$ cat src/rtl/ppu_reg_if.sv
// ppu_reg_if: CPU-facing register file of an NES-style picture processing unit.
// Decodes eight registers (CTRL, MASK, STATUS, OAMADDR, OAMDATA, SCROLL, ADDR, DATA),
// keeps the renderer status flags and drives the OAM and VRAM access ports.
// Build option: define PPU_READ_BUFFER_EN for the NES one-read-delay DATA read buffer;
// without it a DATA read returns its own VRAM byte two cycles after the access.
module ppu_reg_if (
  input  logic        clk,
  input  logic        rst_n,
  input  logic [2:0]  cpu_addr,
  input  logic        cpu_cs,
  input  logic        cpu_rw,
  input  logic [7:0]  cpu_data_in,
  output logic [7:0]  cpu_data_out,
  input  logic        vblank_set,
  input  logic        vblank_clr,
  input  logic        spr0_hit_set,
  input  logic        spr_ovf_set,
  output logic        nmi,
  output logic [7:0]  oam_addr,
  output logic [7:0]  oam_wdata,
  output logic        oam_we,
  input  logic [7:0]  oam_rdata,
  output logic [13:0] vram_addr,
  output logic [7:0]  vram_wdata,
  output logic        vram_we,
  output logic        vram_re,
  input  logic [7:0]  vram_rdata,
  output logic [7:0]  ppu_ctrl,
  output logic [7:0]  ppu_mask,
  output logic [7:0]  scroll_x,
  output logic [7:0]  scroll_y,
  output logic [2:0]  fine_x
);

  localparam logic [2:0] RegCtrl    = 3'd0;
  localparam logic [2:0] RegMask    = 3'd1;
  localparam logic [2:0] RegStatus  = 3'd2;
  localparam logic [2:0] RegOamAddr = 3'd3;
  localparam logic [2:0] RegOamData = 3'd4;
  localparam logic [2:0] RegScroll  = 3'd5;
  localparam logic [2:0] RegAddr    = 3'd6;
  localparam logic [2:0] RegData    = 3'd7;

  logic [7:0]  ctrl_q, ctrl_d;
  logic [7:0]  mask_q, mask_d;
  logic [7:0]  scroll_x_q, scroll_x_d;
  logic [7:0]  scroll_y_q, scroll_y_d;
  logic [2:0]  fine_x_q, fine_x_d;
  logic [13:0] t_q, t_d;
  logic [13:0] v_q, v_d;
  logic        w_q, w_d;
  logic [7:0]  oam_addr_q, oam_addr_d;
  logic [7:0]  oam_wdata_q, oam_wdata_d;
  logic        oam_we_q, oam_we_d;
  logic [7:0]  vram_wdata_q, vram_wdata_d;
  logic        vram_we_q, vram_we_d;
  logic        vram_re_q, vram_re_d;
  logic        vblank_q, vblank_d;
  logic        spr0_q, spr0_d;
  logic        ovf_q, ovf_d;
  logic [7:0]  cpu_data_out_q, cpu_data_out_d;
  // High one cycle after vram_re: the VRAM byte is on vram_rdata this cycle.
  logic        cap_q, cap_d;
`ifdef PPU_READ_BUFFER_EN
  logic [7:0]  rbuf_q, rbuf_d;
`endif

  logic acc_wr, acc_rd, status_rd;

  // Next-state decode of CPU accesses, renderer events and lagged address increments.
  always_comb begin
    ctrl_d         = ctrl_q;
    mask_d         = mask_q;
    scroll_x_d     = scroll_x_q;
    scroll_y_d     = scroll_y_q;
    fine_x_d       = fine_x_q;
    t_d            = t_q;
    v_d            = v_q;
    w_d            = w_q;
    oam_addr_d     = oam_addr_q;
    oam_wdata_d    = oam_wdata_q;
    oam_we_d       = 1'b0;
    vram_wdata_d   = vram_wdata_q;
    vram_we_d      = 1'b0;
    vram_re_d      = 1'b0;
    cpu_data_out_d = cpu_data_out_q;
    cap_d          = vram_re_q;
    status_rd      = 1'b0;
    acc_wr         = ~cpu_cs & cpu_rw;
    acc_rd         = ~cpu_cs & ~cpu_rw;
`ifdef PPU_READ_BUFFER_EN
    rbuf_d         = rbuf_q;
    if (cap_q) rbuf_d = vram_rdata;
`else
    if (cap_q) cpu_data_out_d = vram_rdata;
`endif

    // Addresses advance the cycle after the strobe so the strobe sees the old address;
    // an explicit address load in the same cycle overrides the increment below.
    if (oam_we_q) oam_addr_d = oam_addr_q + 8'd1;
    if (vram_we_q || vram_re_q) v_d = v_q + (ctrl_q[2] ? 14'd32 : 14'd1);

    if (acc_wr) begin
      case (cpu_addr)
        RegCtrl:    ctrl_d = cpu_data_in;
        RegMask:    mask_d = cpu_data_in;
        RegOamAddr: oam_addr_d = cpu_data_in;
        RegOamData: begin
          oam_we_d    = 1'b1;
          oam_wdata_d = cpu_data_in;
        end
        RegScroll: begin
          if (!w_q) begin
            scroll_x_d = cpu_data_in;
            fine_x_d   = cpu_data_in[2:0];
          end else begin
            scroll_y_d = cpu_data_in;
          end
          w_d = ~w_q;
        end
        RegAddr: begin
          if (!w_q) begin
            t_d[13:8] = cpu_data_in[5:0];
          end else begin
            t_d[7:0] = cpu_data_in;
            v_d      = t_d;
          end
          w_d = ~w_q;
        end
        RegData: begin
          vram_we_d    = 1'b1;
          vram_wdata_d = cpu_data_in;
        end
        default: ;
      endcase
    end

    if (acc_rd) begin
      case (cpu_addr)
        RegStatus: begin
          // A vblank set landing on the read edge is reported as clear.
          cpu_data_out_d = {vblank_q & ~vblank_set, spr0_q, ovf_q, 5'b0};
          w_d            = 1'b0;
          status_rd      = 1'b1;
        end
        RegOamData: cpu_data_out_d = oam_rdata;
        RegData: begin
          vram_re_d = 1'b1;
`ifdef PPU_READ_BUFFER_EN
          cpu_data_out_d = rbuf_q;
`endif
        end
        default: cpu_data_out_d = 8'h00;
      endcase
    end

    // Flag priority: clear event, then set event, then clear-on-read.
    vblank_d = vblank_q;
    spr0_d   = spr0_q;
    ovf_d    = ovf_q;
    if (vblank_clr) begin
      vblank_d = 1'b0;
      spr0_d   = 1'b0;
      ovf_d    = 1'b0;
    end else begin
      if (vblank_set)     vblank_d = 1'b1;
      else if (status_rd) vblank_d = 1'b0;
      if (spr0_hit_set)   spr0_d   = 1'b1;
      if (spr_ovf_set)    ovf_d    = 1'b1;
    end
  end

  // State registers with asynchronous active-low reset.
  always_ff @(posedge clk or negedge rst_n) begin
    if (!rst_n) begin
      ctrl_q         <= '0;
      mask_q         <= '0;
      scroll_x_q     <= '0;
      scroll_y_q     <= '0;
      fine_x_q       <= '0;
      t_q            <= '0;
      v_q            <= '0;
      w_q            <= 1'b0;
      oam_addr_q     <= '0;
      oam_wdata_q    <= '0;
      oam_we_q       <= 1'b0;
      vram_wdata_q   <= '0;
      vram_we_q      <= 1'b0;
      vram_re_q      <= 1'b0;
      vblank_q       <= 1'b0;
      spr0_q         <= 1'b0;
      ovf_q          <= 1'b0;
      cpu_data_out_q <= '0;
      cap_q          <= 1'b0;
`ifdef PPU_READ_BUFFER_EN
      rbuf_q         <= '0;
`endif
    end else begin
      ctrl_q         <= ctrl_d;
      mask_q         <= mask_d;
      scroll_x_q     <= scroll_x_d;
      scroll_y_q     <= scroll_y_d;
      fine_x_q       <= fine_x_d;
      t_q            <= t_d;
      v_q            <= v_d;
      w_q            <= w_d;
      oam_addr_q     <= oam_addr_d;
      oam_wdata_q    <= oam_wdata_d;
      oam_we_q       <= oam_we_d;
      vram_wdata_q   <= vram_wdata_d;
      vram_we_q      <= vram_we_d;
      vram_re_q      <= vram_re_d;
      vblank_q       <= vblank_d;
      spr0_q         <= spr0_d;
      ovf_q          <= ovf_d;
      cpu_data_out_q <= cpu_data_out_d;
      cap_q          <= cap_d;
`ifdef PPU_READ_BUFFER_EN
      rbuf_q         <= rbuf_d;
`endif
    end
  end

  assign cpu_data_out = cpu_data_out_q;
  assign nmi          = vblank_q & ctrl_q[7];
  assign oam_addr     = oam_addr_q;
  assign oam_wdata    = oam_wdata_q;
  assign oam_we       = oam_we_q;
  assign vram_addr    = v_q;
  assign vram_wdata   = vram_wdata_q;
  assign vram_we      = vram_we_q;
  assign vram_re      = vram_re_q;
  assign ppu_ctrl     = ctrl_q;
  assign ppu_mask     = mask_q;
  assign scroll_x     = scroll_x_q;
  assign scroll_y     = scroll_y_q;
  assign fine_x       = fine_x_q;

endmodule

$ cat config.mk
export PLATFORM = sky130hd
export DESIGN_NAME = ppu_reg_if
export DESIGN_NICKNAME = d
export VERILOG_FILES = /design/src/rtl/ppu_reg_if.sv
export SDC_FILE = /design/constraint.sdc
export NUM_CORES = 1
export LEC_CHECK = 0
export ABC_CLOCK_PERIOD_IN_PS = 3100
export CORE_MARGIN = 2
export CORE_UTILIZATION = 50
export DETAILED_ROUTE_END_ITERATION = 7
export GPL_ROUTABILITY_DRIVEN = 0
export GPL_TIMING_DRIVEN = 0
export PLACE_DENSITY = 0.84
export SYNTH_ARGS = -nofsm -noshare
export SYNTH_HDL_FRONTEND = slang
export SYNTH_SLANG_ARGS = --single-unit
$ cat constraint.sdc
create_clock -name clk -period 3.1 [get_ports clk]
set_input_delay 0.775 -clock clk [delete_from_list [all_inputs] [get_ports clk]]
set_output_delay 0.775 -clock clk [all_outputs]
set_load 0.01 [all_outputs]
After elaboration in Yosys (flattened, before gate mapping)
Cells that the tools add are included.
- add/subtract/negate cells: 2
- $lt $le $gt $ge: 0
- reductions and logical operators: 13
- multipliers: 0
- equality and inequality tests: 7
- muxes and demuxes: 29
- divide/modulo/power cells: 0
- shift operators: 0
- bitwise gates (word level): 8
- operator list (cell ; count):
    2-to-1 mux 14 bit ; 4
    2-to-1 mux 8 bit ; 5
    case mux 8 bit (3 select lines) ; 1
    2-to-1 mux 1 bit ; 18
    adder 14 x 6 -> 14 bit ; 1
    == test 3 bit (second input constant) ; 4
    AND reduction 3 bit ; 3
    adder 8 x 1 -> 8 bit (second input constant) ; 1
    AND reduction 2 bit ; 4
    == test 3 x 2 -> 1 bit (second input constant) ; 2
    2-to-1 mux 6 bit ; 1
    bitwise AND 1 bit ; 4
    NOT 1 bit ; 4
    nonzero test 2 bit ; 2
    == test 3 x 1 -> 1 bit (second input constant) ; 1
    zero test 3 bit ; 1
    nonzero test 3 bit ; 1
    OR reduction 2 bit ; 1
    logical OR 1 bit ; 1
- latch bits: 0
- memories: 0
- memory bits (writable): 0
- logic and storage cells: 78
- bits in read-only memories: 0
- input port bits: 35
- register bits after elaboration: 95

Longest topological paths before layout
- word-level depth: 6
- gate-level depth with buffers: 8
- mapped depth without buffers: 8

Worst setup path after synthesis
Ideal clock, no wire load.
- path type: input -> register
- start point: input cpu_addr[0]
- end point: register scroll_y_q[0], in the netlist scroll_y[0]
- data arrival time: 1836 ps
- cell stages on the path: 4
- slack: 1139 ps
- cells stage by stage: buf_4 > nor2b_1 > nor3b_4 > mux2_2
- longest elaborated chain between the ends: 2
- RTL lines (item ; RTL line ; RTL):
    start, declared ; 9 ; input logic [2:0] cpu_addr,
    == test 3 bit ; 104 ; case (cpu_addr)
    AND reduction 3 bit (no source line) ; n/a ;
    end signal, assigned ; 202 ; scroll_y_q <= scroll_y_d;
    end, declared ; 47 ; logic [7:0] scroll_y_q, scroll_y_d;
No other way between the ends.
A chain may end at the register's enable or synchronous reset.

Final worst setup path
- start point: input cpu_addr[1]
- end point: register cpu_data_out_q[6], in the netlist cpu_data_out[6]
- longest elaborated chain between the ends: 3
- elaborated cells between the ends (all ways): 5
- those cells by class: 3 x eq/ne; 2 x mux
- RTL lines (item ; RTL line ; RTL):
    == test 3 bit or == test 3 x 2 -> 1 bit (tied branches) ; 139 ; case (cpu_addr)
    case mux 8 bit (3 select lines) * ; 139 ;
    2-to-1 mux 8 bit * ; 138 ; if (acc_rd) begin
    named net cpu_data_out_d[6] ; 61 ; logic [7:0] cpu_data_out_q, cpu_data_out_d;
    end signal, assigned ; 216 ; cpu_data_out_q <= cpu_data_out_d;
    end, declared ; 61 ;
Mark *: on every way through the listed nets, which the timed path passes. The rest lies on a longest branch.

==> metrics.txt <==
Netlist cell types 36; Setup Fix Bufs, Post-CTS 0; number of synthesized flops with an enable pin 0; CP Launch Type primary input; wire length on met1 around 4000 um; final worst path period share between 70% and 80%; worst vdd ir about 0.46 mV; largest area contributor in the netlist dfrtp_1; top-count cell post-synth dfrtp_1; Setup crit end kind flop; CTS Hold Bufs 0; Vias between 3000 and 4000; CTS root buffer clkbuf_8; # rows 32; Crit-path slowest cell nor3b_1; Post-synth top cells dfrtp_1, mux2_2, nand2_1, o21ai_0, nor2_1; Stages on worst setup path 5; Critical Path AT roughly 2.6 ns; Remaining Overflow, GRT 0; Max-slew headroom a little under two fifths; Cell Chain, Critical Path clkdlybuf4s50_1 > buf_2 > nand3_1 > nor3b_1 > o22ai_1; ranking of synthesized cells by area dfrtp_1, mux2_2, nand2_1; Starting Density between 50% and 60%; yosys warns 0; Num CTS Buffers 9; Worst Max-Slew Pin Slew roughly 0.9 ns; Post-synth ARST share 100%; Hold Violations, Final 0; Routed WL per cell roughly 18 um; FF+latch area 2300 um2; register area share after synthesis a little under three fifths; CTS sink cnt around 90; Layout fillers between 500 and 600; Max clock buf depth 2; layout cells sized above 1 ~19%; antenna violations before repair 0; final worst setup slack around 0.66 ns; worst path bufs/invs 2; synthesized area about 4000 um2; Max Cap Viol 0; P&R area growth vs syn 39.4%; Vias/cell roughly 5.4; Final ANT Viol Nets 0; Worst-Skew Late Latency approximately 0.35 ns; Hold Crit Class in2async; initial drt markers 148; clk_skew between 0.01 and 0.015 ns; vias in the first global route roughly 3200; WP data required 3.26 ns; Die Y ~94 um; multi-input logic area roughly 1600 um2; post-CTS sizing 0; P_leak between 2 and 2.5 nW; TNS Setup 0 ns; die width 93.5 um; FMAX slightly above 400 MHz; H-tree levels 3; WL met2 ~4800 um; DR top layer met4; Critical Path Max Stage Delay between 0.7 and 0.8 ns; ys flop type dfrtp_1; first-pass GRT wire length 15900 um; Core ar. just under 8000 um2; # DRC 0; number of diodes 0; nets slightly below 500; Final Critical Period approximately 2.4 ns; worst slack, placed between 0.3 and 0.4 ns; Crit Path Max Fanout 10; met3 wire len 776 um; WL final between 9000 and 10000 um; Synth Net Count around 360; Pwr Density between 700 and 800 nW/um2; CTS tree built; Syn Area/Cell between 10 and 15 um2; outcome finished clean; DRT Pass-1 Iters 4; Pins Over Slew Limit 0; post-DP HPWL between 6000 and 7000 um; number of port buffers 118; die area ~8700 um2; Reg2Reg Depth 6; CP Class in2reg; share of the synthesized area in the top cell type 57.4%; # setup viols final 0; Yosys reg bits between 90 and 100; Top delay family on crit path simple AND/OR/NAND/NOR gates; IO Count between 100 and 150; largest net degree at the start of global routing between 50 and 60; clk slew on worst S/H paths about 0.09 ns; Mapped Cells 323; unrepaired setup endpoints after global routing no; Global Route Usage Sum a little under a quarter
## report_power, final
part / switching [mW] / leakage, nW / total, mW / internal [mW]
clock: 0.427 / 0.120 / 0.967 / 0.540
combinational: 0.570 / 1.10 / 1.44 / 0.874
sequential: 0.282 / 1.14 / 1.82 / 1.54
## placed cells by master, fill, tap and decap left out, types with 5 or more instances in the layout
cell type / n
clkbuf_8: 9
nand4_1: 5
a21oi_1: 5
buf_4: 8
nor2_1: 18
o21ai_1: 5
dfrtp_1: 92
nand3_1: 6
nand2_1: 36
o21ai_0: 22
xnor2_1: 6
mux2i_1: 12
mux2_2: 54
xor2_1: 14
clkdlybuf4s50_1: 117
## through the flow
stage          hold slack, ns  instances  utilization [%]  total power [mW]  instance area, um2
5_1_grt                 0.390        560             71.9              4.45                5590
2_1_floorplan           0.444        323                -              2.39                4010
6_report                0.365        560             71.9              4.23                5590
4_1_cts                 0.369        560             71.9              4.25                5590
3_3_place_gp            0.444        543             68.5              3.21                5320
3_5_place_dp            0.443        544             68.8              3.28                5340
## cells by family (layout without fill, tap and decap cells)
group	after synthesis	after routing	synth area share [%]
multiplexers	66	66	18.2
buffers and inverters	13	148	1.93
adder cells (fa/ha/maj)	4	4	1.25
flip-flops	92	92	57.4
AO/OA/AOI/OAI	41	41	5.81
XOR/XNOR	20	20	4.37
AND/OR/NAND/NOR	87	87	11.0
## worst paths after layout
kind	slack, ns	from	end
setup / recovery	0.66	cpu_addr[1]	cpu_data_out[6]$_DFF_PN0_
hold / removal	0.37	rst_n	scroll_x[0]$_DFFE_PN0P_
setup reg to reg	1.23	ppu_ctrl[2]$_DFFE_PN0P_	vram_addr[9]$_DFF_PN0_
hold reg to reg	0.46	vram_re$_DFF_PN0_	cap_q$_DFF_PN0_
max in group asynchronous	2.11	rst_n	vram_addr[0]$_DFF_PN0_
min in group clk	0.46	vram_re$_DFF_PN0_	cap_q$_DFF_PN0_
## state kept, by name, summed over array words and instances (netlist names), 6 cells and up
register	flops
oam_wdata	8
scroll_y	8
ppu_ctrl	8
oam_addr	8
scroll_x	8
cpu_data_out	8
t_q	6
vram_addr	14
vram_wdata	8
ppu_mask	8
## cell type report
type	count	area share (%)
Timing Repair Buffer	119	21.6
Clock inverter	7	2.15
Sequential cell	92	41.2
Clock buffer	9	2.22
Tap cell	102	2.28
Inverter	3	0.202
Buffer	10	1.19
Multi-Input combinational cell	218	29.2
## layer usage
metal  GRT usage, %  vias to the layer above
met5              0                        -
met2           38.5                      112
li1               -                     1391
met3           8.06                       14
met4           7.85                        0
met1           30.2                     1511
(Power assumes the default switching activity.)
